[config.mk]
export PLATFORM = sky130hd
export DESIGN_NAME = arcabuco_memory_stage
export DESIGN_NICKNAME = d
export VERILOG_FILES = /design/src/rtl/arcabuco_memory_stage.sv
export SDC_FILE = /design/constraint.sdc
export NUM_CORES = 1
export LEC_CHECK = 0
export ABC_AREA = 1
export BUFFER_PORTS_ARGS = -buffer_cell sky130_fd_sc_hd__buf_2
export CORE_ASPECT_RATIO = 2
export CORE_MARGIN = 8
export CORE_UTILIZATION = 55
export CTS_BUF_LIST = sky130_fd_sc_hd__clkbuf_8
export DETAILED_ROUTE_END_ITERATION = 10
export HOLD_SLACK_MARGIN = 0.03
export PLACE_DENSITY_LB_ADDON = 0.2
export SETUP_SLACK_MARGIN = 0.3
export SLEW_MARGIN = 20
export SYNTH_ARGS = -nofsm -noshare
export SYNTH_HDL_FRONTEND = slang
export SYNTH_SLANG_ARGS = --single-unit
[constraint.sdc]
create_clock -name clock -period 5.5 [get_ports clock]
set_clock_uncertainty 0.15 [all_clocks]
set_input_delay 1.1 -clock clock [delete_from_list [all_inputs] [get_ports clock]]
set_output_delay 1.1 -clock clock [all_outputs]
set_load 0.1 [all_outputs]
[src/rtl/arcabuco_memory_stage.sv]
`default_nettype none
// ----------------------------------------------------------------------------
// arcabuco_memory_stage: load/store stage with one outstanding data-bus op.
// Revision 1.0
// ----------------------------------------------------------------------------
module arcabuco_memory_stage #(
  parameter int unsigned TIMEOUT = 255
) (
  input  logic        clock,
  input  logic        rst,
  input  logic        in_valid,
  input  logic        in_read,
  input  logic        in_write,
  input  logic [1:0]  in_size,
  input  logic        in_unsigned,
  input  logic [31:0] in_addr,
  input  logic [31:0] in_wdata,
  input  logic        in_access,
  output logic        stall,
  output logic        bus_req,
  output logic        bus_we,
  output logic [31:0] bus_addr,
  output logic [31:0] bus_wdata,
  output logic [3:0]  bus_be,
  input  logic        bus_gnt,
  input  logic        bus_rvalid,
  input  logic [31:0] bus_rdata,
  input  logic        bus_err,
  output logic        out_valid,
  output logic [31:0] out_data,
  output logic        out_load,
  output logic        exc_misaligned,
  output logic        exc_bus
);

  localparam int CW = $clog2(TIMEOUT + 2);
  localparam logic [CW-1:0] TLAST = CW'((TIMEOUT == 0) ? 0 : TIMEOUT - 1);

  typedef enum logic [1:0] {
    S_IDLE  = 2'd0,
    S_REQ   = 2'd1,
    S_WAIT  = 2'd2,
    S_FDATA = 2'd3
  } state_t;

  state_t r_state, w_state_nxt;

  logic [31:0]   r_addr;
  logic [31:0]   r_wdata;
  logic [1:0]    r_size;
  logic          r_unsigned;
  logic          r_store;
  logic [CW-1:0] r_count;

  logic        w_accept, w_is_mem, w_misaligned, w_fixed_req, w_hs_start;
  logic        w_in_req, w_sel_store, w_timeout;
  logic [31:0] w_sel_addr, w_sel_wdata, w_lane_wdata, w_load_data;
  logic [1:0]  w_sel_size;
  logic [3:0]  w_lane_be;
  logic [7:0]  w_byte;
  logic [15:0] w_half;
  logic        w_done, w_done_load, w_done_mis, w_done_bus;
  logic [31:0] w_done_data;

  assign stall        = (r_state != S_IDLE);
  assign w_accept     = (r_state == S_IDLE) && in_valid && !rst;
  assign w_is_mem     = in_read | in_write;
  assign w_misaligned = w_is_mem &&
                        (((in_size == 2'b01) && in_addr[0]) ||
                         (in_size[1] && (in_addr[1:0] != 2'b00)));
  assign w_fixed_req  = w_accept && w_is_mem && !w_misaligned && !in_access;
  assign w_hs_start   = w_accept && w_is_mem && !w_misaligned && in_access;
  assign w_timeout    = (TIMEOUT != 0) && (r_count == TLAST);

  // Bus fields come from the held operation in REQ, else from the accept-cycle inputs
  assign w_in_req    = (r_state == S_REQ);
  assign w_sel_addr  = w_in_req ? r_addr  : in_addr;
  assign w_sel_wdata = w_in_req ? r_wdata : in_wdata;
  assign w_sel_size  = w_in_req ? r_size  : in_size;
  assign w_sel_store = w_in_req ? r_store : (in_write & ~in_read);

  always_comb begin
    w_lane_be    = 4'b1111;
    w_lane_wdata = w_sel_wdata;
    case (w_sel_size)
      2'b00: begin
        w_lane_be    = 4'b0001 << w_sel_addr[1:0];
        w_lane_wdata = {4{w_sel_wdata[7:0]}};
      end
      2'b01: begin
        w_lane_be    = w_sel_addr[1] ? 4'b1100 : 4'b0011;
        w_lane_wdata = {2{w_sel_wdata[15:0]}};
      end
      default: begin
        w_lane_be    = 4'b1111;
        w_lane_wdata = w_sel_wdata;
      end
    endcase
  end

  assign bus_req   = w_in_req || w_fixed_req;
  assign bus_we    = bus_req && w_sel_store;
  assign bus_addr  = bus_req ? {w_sel_addr[31:2], 2'b00} : 32'h0;
  assign bus_be    = bus_req ? w_lane_be : 4'b0000;
  assign bus_wdata = (bus_req && w_sel_store) ? w_lane_wdata : 32'h0;

  always_comb begin
    w_byte      = bus_rdata[8*r_addr[1:0] +: 8];
    w_half      = r_addr[1] ? bus_rdata[31:16] : bus_rdata[15:0];
    w_load_data = bus_rdata;
    case (r_size)
      2'b00:   w_load_data = r_unsigned ? {24'h0, w_byte} : {{24{w_byte[7]}}, w_byte};
      2'b01:   w_load_data = r_unsigned ? {16'h0, w_half} : {{16{w_half[15]}}, w_half};
      default: w_load_data = bus_rdata;
    endcase
  end

  always_ff @(posedge clock) begin
    if (rst) r_state <= S_IDLE;
    else     r_state <= w_state_nxt;
  end

  always_comb begin
    w_state_nxt = r_state;
    w_done      = 1'b0;
    w_done_data = r_addr;
    w_done_load = 1'b0;
    w_done_mis  = 1'b0;
    w_done_bus  = 1'b0;
    case (r_state)
      S_IDLE: begin
        if (w_accept) begin
          if (!w_is_mem) begin
            w_done      = 1'b1;
            w_done_data = in_addr;
          end else if (w_misaligned) begin
            w_done      = 1'b1;
            w_done_mis  = 1'b1;
            w_done_data = in_addr;
          end else if (in_access) begin
            w_state_nxt = S_REQ;
          end else if (in_read) begin
            w_state_nxt = S_FDATA;
          end else begin
            w_done      = 1'b1;
            w_done_data = in_addr;
          end
        end
      end
      S_REQ: begin
        if (bus_gnt && r_store) begin
          w_done      = 1'b1;
          w_done_bus  = bus_err;
          w_state_nxt = S_IDLE;
        end else if (w_timeout) begin
          w_done      = 1'b1;
          w_done_bus  = 1'b1;
          w_state_nxt = S_IDLE;
        end else if (bus_gnt) begin
          w_state_nxt = S_WAIT;
        end
      end
      S_WAIT: begin
        if (bus_rvalid) begin
          w_done      = 1'b1;
          w_state_nxt = S_IDLE;
          if (bus_err) begin
            w_done_bus = 1'b1;
          end else begin
            w_done_data = w_load_data;
            w_done_load = 1'b1;
          end
        end else if (w_timeout) begin
          w_done      = 1'b1;
          w_done_bus  = 1'b1;
          w_state_nxt = S_IDLE;
        end
      end
      S_FDATA: begin
        w_done      = 1'b1;
        w_done_data = w_load_data;
        w_done_load = 1'b1;
        w_state_nxt = S_IDLE;
      end
      default: w_state_nxt = S_IDLE;
    endcase
  end

  always_ff @(posedge clock) begin
    if (rst) begin
      r_addr         <= 32'h0;
      r_wdata        <= 32'h0;
      r_size         <= 2'b00;
      r_unsigned     <= 1'b0;
      r_store        <= 1'b0;
      r_count        <= '0;
      out_valid      <= 1'b0;
      out_data       <= 32'h0;
      out_load       <= 1'b0;
      exc_misaligned <= 1'b0;
      exc_bus        <= 1'b0;
    end else begin
      out_valid      <= w_done;
      out_data       <= w_done ? w_done_data : 32'h0;
      out_load       <= w_done_load;
      exc_misaligned <= w_done_mis;
      exc_bus        <= w_done_bus;
      if (w_accept) begin
        r_addr     <= in_addr;
        r_wdata    <= in_wdata;
        r_size     <= in_size;
        r_unsigned <= in_unsigned;
        r_store    <= in_write & ~in_read;
      end
      if (w_hs_start)
        r_count <= '0;
      else if ((r_state == S_REQ) || (r_state == S_WAIT))
        r_count <= r_count + 1'b1;
    end
  end

endmodule
`default_nettype wire

==> results of run 1 <==
[worst register-to-register path, cell delays in order, from the launching register on]
cell and delay (ns):
dfxtp_1 0.33, inv_1 0.17, ha_1 0.53, nand2_4 0.13, nor2_8 0.19, nand2_2 0.44, nand2_1 0.41, nand2_1 0.64
o21ai_0 0.41, a21oi_1 0.15
[flip-flops by register name (all words and copies together), names as in the netlist]
name            cells
r_wdata            32
r_count             9
exc_bus             1
out_data           32
r_state             2
r_addr             32
exc_misaligned      1
r_unsigned          1
r_store             1
r_size              2
out_valid           1
out_load            1
[cell type report]
class,instances,area (sq um),area share (%)
Clock inverter,13,193,2.30
Tap cell,150,188,2.24
Timing Repair Buffer,222,1140,13.5
Inverter,126,473,5.64
Multi-Input combinational cell,749,3850,45.9
Sequential cell,115,2300,27.4
Clock buffer,18,248,2.95
Antenna cell,1,2.50,0.0298
[metrics by stage]
stage / instances / setup TNS (ns) / hold slack (ns) / utilization [%] / power (W)
global placement: 1362 / 0 / 0.298 / 63.9 / 0.00385
floorplan: 1060 / -3.54 / 0.284 / - / 0.00338
global route: 1394 / 0 / 0.341 / 67.6 / 0.00506
detailed placement: 1362 / 0 / 0.303 / 63.9 / 0.00389
CTS: 1393 / 0 / 0.316 / 67.5 / 0.00478
finish: 1394 / 0 / 0.316 / 67.6 / 0.00481
[routing by layer]
metal	vias up	GRT usage, %
li1	3819	-
met1	3626	33.3
met2	438	44.5
met3	71	5.27
met4	0	13.8
met5	-	0
[cells by family after synthesis]
group / synth area share, %
and+or+nand+nor: 26.9
AOI/OAI and AO/OA: 26.0
buffers and inverters: 11.5
DFF: 33.4
adders and majority gates: 1.27
xor gates and xnor gates: 0.636
other: 0.0545
muxes: 0.145
[synthesized netlist by cell type, drive strengths merged (15+ instances only)]
master / n / area share, %
nand2: 220 / 12
nor2: 131 / 8.0
inv: 126 / 6.9
o21ai: 124 / 9.0
dfxtp: 115 / 33
a21oi: 107 / 8.8
clkbuf: 45 / 2.5
nand3: 34 / 2.7
a211oi: 30 / 3.3
o211ai: 26 / 2.8
buf: 25 / 2.2
or2: 20 / 1.8
nand4: 15 / 1.4
[final timing paths]
path                            cells past startpoint   startpoint  slack (ns)            to
worst max-delay path                               13   r_state[1]        0.47  bus_wdata[8]
worst max register to register                      9   r_state[1]        1.80   out_data[0]
worst min register to register                      2  r_wdata[26]        0.32   r_wdata[26]
worst min-delay path                                2  r_wdata[26]        0.32   r_wdata[26]
[power by group through the flow]
| stage | clock [W] | combinational [W] | sequential [W] |
|---|---|---|---|
| after detailed placement | 0 | 0.00277 | 0.00112 |
| after floorplan | 0 | 0.00199 | 0.00139 |
| after global routing | 0.000934 | 0.00300 | 0.00113 |
| after global placement | 0 | 0.00274 | 0.00111 |
| after CTS | 0.000901 | 0.00278 | 0.00110 |
| final | 0.000892 | 0.00281 | 0.00111 |
[repair_timing]
action	4_1_cts	5_1_grt
buffers inserted	0	0
endpoints found under the setup margin	0	10
resized for setup	0	1
==> run_results.csv, run 1 <==
group,metric,value,unit
status,status,"finished clean",
floorplan,num_rows,58,
global_routing,antenna_found_initial,1,
route,wl_per_cell,16.8,microns
clock_tree,cts_sinks,115,
power,p_seq_share,23.1,%
setup_path,slowest_stage,"ha_1",
clock_tree,cts-buffers-inserted,17,
route,viasPerCell,5.71,
power,combPwrFrac,58.4,%
floorplan,io_pins,215,
route,num_vias,7954,
placed_design,place.gp.congestion,0.966,
timing,maxSlewHeadroom,35.6,%
route,wl_met1,9110,microns
route,wl,23400,microns
route,top_layer_used,"met4",
floorplan,die_w,95.1,microns
placed_design,detailed_place_hpwl,17000,microns
flow_run,cap_violations,0,
synthesis,seq_area_frac_synth,33.4,%
clock_tree,cts_hold_buf,0,
layout,mostFrequentLayoutCells,"buf_2 (212), nand2_1 (211), inv_1 (123)",
synthesis,synth_cell_type_count,39,
timing,setup_violations,0,
global_routing,grt_usage,27.5,%
power,leakage,4.22,nW
route,routed-wl-met3,2090,microns
hold_path,hold_path.class,"reg -> reg",
setup_path,crit_arrival,3.78,ns
timing,slew_violations,0,
global_routing,grt_max_degree,60,
timing,setup_slack,0.465,ns
power,p_switching,0.00270,W
floorplan,die-area,16600,sq um
clock_tree,cts_tree,"built",
synthesis,async_flop_share,0,%
timing,max_freq,0.199,GHz
floorplan,start_util,55.5,%
power,switching_share,56.1,%
timing,rsz0062_at_grt,"false",
setup_path,start_kind,"flop",
setup_path,critPathKind,"reg -> out",
synthesis,yosys_warnings,0,
placed_design,io_buffers,212,
global_routing,grt_pass1_wl,36900,microns
setup_path,crit_buf_inv,4,
clock_tree,insertion_delay,0.43,ns
synthesis,syn_inst,1059,
clock_tree,clockRootBuffer,"clkbuf_8",
timing,tightest_slew,0.964,ns
synthesis,synth_edf_count,0,
setup_path,critPathRequiredTime,4.25,ns
route,drc,0,
layout,final_area,8390,sq um
layout,drive_above_1_share,26.0,%
layout,fillerInstances,1110,
clock_tree,htree_levels,4,
layout,nNetsFinal,1346,
synthesis,netlist_area,6890,sq um
clock_tree,clock_path_buffers,2,
floorplan,core,12400,sq um
route,wl_met2,11400,microns
placed_design,place_area,7930,sq um
timing,fin_crit,5.03,ns
setup_path,critPathMaxStageDelay,0.53,ns
power,p_clk_share,18.5,%
setup_path,cp_cell_sequence,"inv_1 -> ha_1 -> nand2_4 -> nor2_8 -> nand2_2 -> inv_2 -> nand3_4 -> nand2_4 -> nand2_2 -> inv_2 -> a21oi_1 -> a21oi_2 -> buf_2",
timing,min_period_over_period,91.5,%
power,ir_drop,0.000488,V
synthesis,ys_seq_elements,115,
timing,finalHoldViolCount,0,
synthesis,synth-main-ff-cell,"dfxtp_1",
layout,mostFrequentLayoutCell,"buf_2",
route,drtPass1Iterations,7,
global_routing,grt_remaining_overflow,0,
power,power_density,573,nW/um^2
setup_path,endpoint_kind,"output pin",
route,ant_nets,0,
setup_path,critical_path.top_delay_family,"simple AND/OR/NAND/NOR gates",
layout,syn_to_final_growth,21.8,%
setup_path,path_max_fanout,21,
clock_tree,cts.reportedPaths.clkPinSlew,0.07,ns
route,drt_iter0_drc,719,
power,intPower,0.00211,W
placed_design,place_ws,0.790,ns
synthesis,synth_area_per_cell,6.50,sq um
floorplan,fp.dieH,174,microns
global_routing,grt_pass1_vias,7584,
Note: power is estimated with default switching activity, not from simulation.
==> inputs of run 2 (changes only) <==
- CORE_UTILIZATION: 55 -> 53
- clock period: 5.5 -> 4.74 ns (I/O delays scaled with it)
==> run_results.csv, run 2 (same netlist as run 1, synthesis figures left out) <==
group,metric,value,unit
timing,fin_crit,4.30,ns
setup_path,crit_buf_inv,4,
clock_tree,cts-buffers-inserted,17,
power,switching_share,55.8,%
layout,postLayoutCoreUtil,72.5,%
setup_path,slowest_stage,"ha_2",
setup_path,worstReg2RegStart,"r_size[1]",
global_routing,grt_max_degree,45,
global_routing,use_met1,32.2,%
flow_run,cap_violations,0,
clock_tree,htree_levels,4,
global_routing,grt_pass1_wl,39200,microns
setup_path,critPathKind,"reg -> out",
route,wl,24700,microns
global_routing,grt.busiest_layer,"met2",
clock_tree,cts_hold_buf,0,
setup_path,start_kind,"flop",
power,p_seq_share,21.0,%
global_routing,grt_remaining_overflow,0,
setup_path,endpoint_kind,"output pin",
setup_path,critPathRequiredTime,3.64,ns
floorplan,io_pins,215,
placed_design,detailed_place_hpwl,18000,microns
power,combPwrFrac,62.7,%
setup_path,crit_path_start,"r_state[0]",
global_routing,grt_usage,27.8,%
clock_tree,clockRootBuffer,"clkbuf_8",
route,drtPass1Iterations,8,
power,power_density,650,nW/um^2
setup_path,crit_cells,14,
global_routing,grtUsageMet2,45.3,%
power,p_switching,0.00338,W
timing,setup_violations,0,
route,drt_iter0_drc,729,
setup_path,critPathMaxStageDelay,0.35,ns
floorplan,start_util,53.6,%
timing,maxSlewHeadroom,52.8,%
setup_path,crit_path_end,"bus_wdata[8]",
route,drc,0,
floorplan,die-area,17100,sq um
power,p_clk_share,16.3,%
global_routing,grt_pass1_vias,7842,
clock_tree,cts_tree,"built",
setup_path,r2r_slack,2.07,ns
setup_path,r2r_end,"out_data[21]",
floorplan,core,12800,sq um
floorplan,die_w,96.6,microns
layout,drive_above_1_share,29.0,%
global_routing,grt_util_met3,7.63,%
setup_path,path_max_fanout,16,
floorplan,num_rows,59,
timing,slew_violations,0,
timing,max_freq,0.232,GHz
route,viasPerCell,5.64,
timing,finalHoldViolCount,0,
global_routing,antenna_found_initial,2,
setup_path,ff2ff_path_depth,12,
power,intPower,0.00268,W
clock_tree,cts.reportedPaths.clkPinSlew,0.07,ns
floorplan,fp.dieH,177,microns
placed_design,io_buffers,212,
route,ant_nets,0,
layout,mostFrequentLayoutCell,"nand2_1",
status,status,"finished clean",
power,leakage,4.40,nW
clock_tree,cts_sinks,115,
hold_path,hold_path.class,"reg -> reg",
layout,reg_top3,"out_data (32), r_addr (32), r_wdata (32)",
route,num_vias,8001,
placed_design,place.gp.congestion,0.912,
layout,mostFrequentLayoutCells,"nand2_1 (211), buf_2 (177), inv_1 (118)",
timing,tns,0,ns
setup_path,cp_common_cell,"nand2_2",
clock_tree,insertion_delay,0.45,ns
timing,min_period_over_period,90.8,%
timing,rsz0062_at_grt,"true",
setup_path,crit_arrival,3.21,ns
timing,tightest_slew,0.706,ns
layout,nNetsFinal,1365,
clock_tree,clock_path_buffers,2,
power,ir_drop,0.000526,V
setup_path,cp_cell_sequence,"inv_1 -> ha_2 -> nand2_4 -> nor2_8 -> nand2_2 -> inv_2 -> nand3_4 -> nand2_8 -> nand2_2 -> buf_4 -> nor2_4 -> a21oi_1 -> a21oi_2 -> buf_12",
layout,syn_to_final_growth,35.2,%
route,wl_per_cell,17.4,microns
setup_path,critical_path.top_delay_family,"simple AND/OR/NAND/NOR gates",
[run 2: per-stage QoR]
step                      area, sq um  worst slack, ns  total power (W)  hold slack (ns)  cells
final                            9310            0.436          0.00605            0.315   1418
after global routing             9310            0.267          0.00636            0.348   1417
after CTS                        9240            0.293          0.00598            0.318   1410
after detailed placement         8750            0.513          0.00494            0.306   1374
after global placement           8750            0.585          0.00488            0.295   1374
after floorplan                  7160           -0.473          0.00406            0.284   1060
[run 2: how the worst min path moves through the flow]
| stage | from | to | cells after the start | slack [ns] |
|---|---|---|---|---|
| 2_1_floorplan | r_wdata[16] | r_wdata[16] | 2 | 0.28 |
| 4_1_cts | r_wdata[30] | r_wdata[30] | 2 | 0.32 |
| 3_5_place_dp | r_wdata[30] | r_wdata[30] | 2 | 0.31 |
| 5_1_grt | r_wdata[26] | r_wdata[26] | 2 | 0.35 |
| 3_3_place_gp | r_wdata[23] | r_wdata[23] | 2 | 0.29 |
| 6_report | r_wdata[9] | r_wdata[9] | 2 | 0.31 |
[run 2: area by class of cell]
cell class	count	area (sq um)
multi-input combinational	749	4070
fill	1051	3530
sequential	115	2300
timing repair buffer	241	1840
inverter	126	482
clock buffer	17	234
tap	152	190
clock inverter	15	183
antenna	3	7.51
[run 2: what timing repair did]
item	4_1_cts	5_1_grt
setup endpoints to repair	9	24
buffers inserted	4	5
resized for setup	2	4
[run 2: layer usage]
| metal | vias to the layer above | wire length (microns) | share of wire (%) |
|---|---|---|---|
| met5 | - | 0 | 0 |
| met4 | 0 | 1050 | 4.2 |
| met3 | 85 | 2100 | 8.5 |
| met2 | 426 | 11800 | 48 |
| met1 | 3633 | 9750 | 39 |
| li1 | 3857 | - | - |
[run 2: power groups by stage]
stage                     sequential (W)  clock (W)  combinational, W
after detailed placement         0.00129          0           0.00365
after CTS                        0.00127   0.000987           0.00372
after global placement           0.00128          0           0.00360
after floorplan                  0.00162          0           0.00244
after global routing             0.00129    0.00103           0.00403
final                            0.00127   0.000984           0.00379
[run 2: worst reg2reg max path, cell delays in order, from the launching register on]
cell and delay (ns):
dfxtp_1 0.34, buf_4 0.21, inv_2 0.36, nand2_1 0.33
nor2_1 0.16, nand2_1 0.08, nand2_1 0.07, nand2_2 0.13
nand2_2 0.29, nand3_1 0.15, nand3_1 0.12, nand2_1 0.05
a21oi_1 0.16
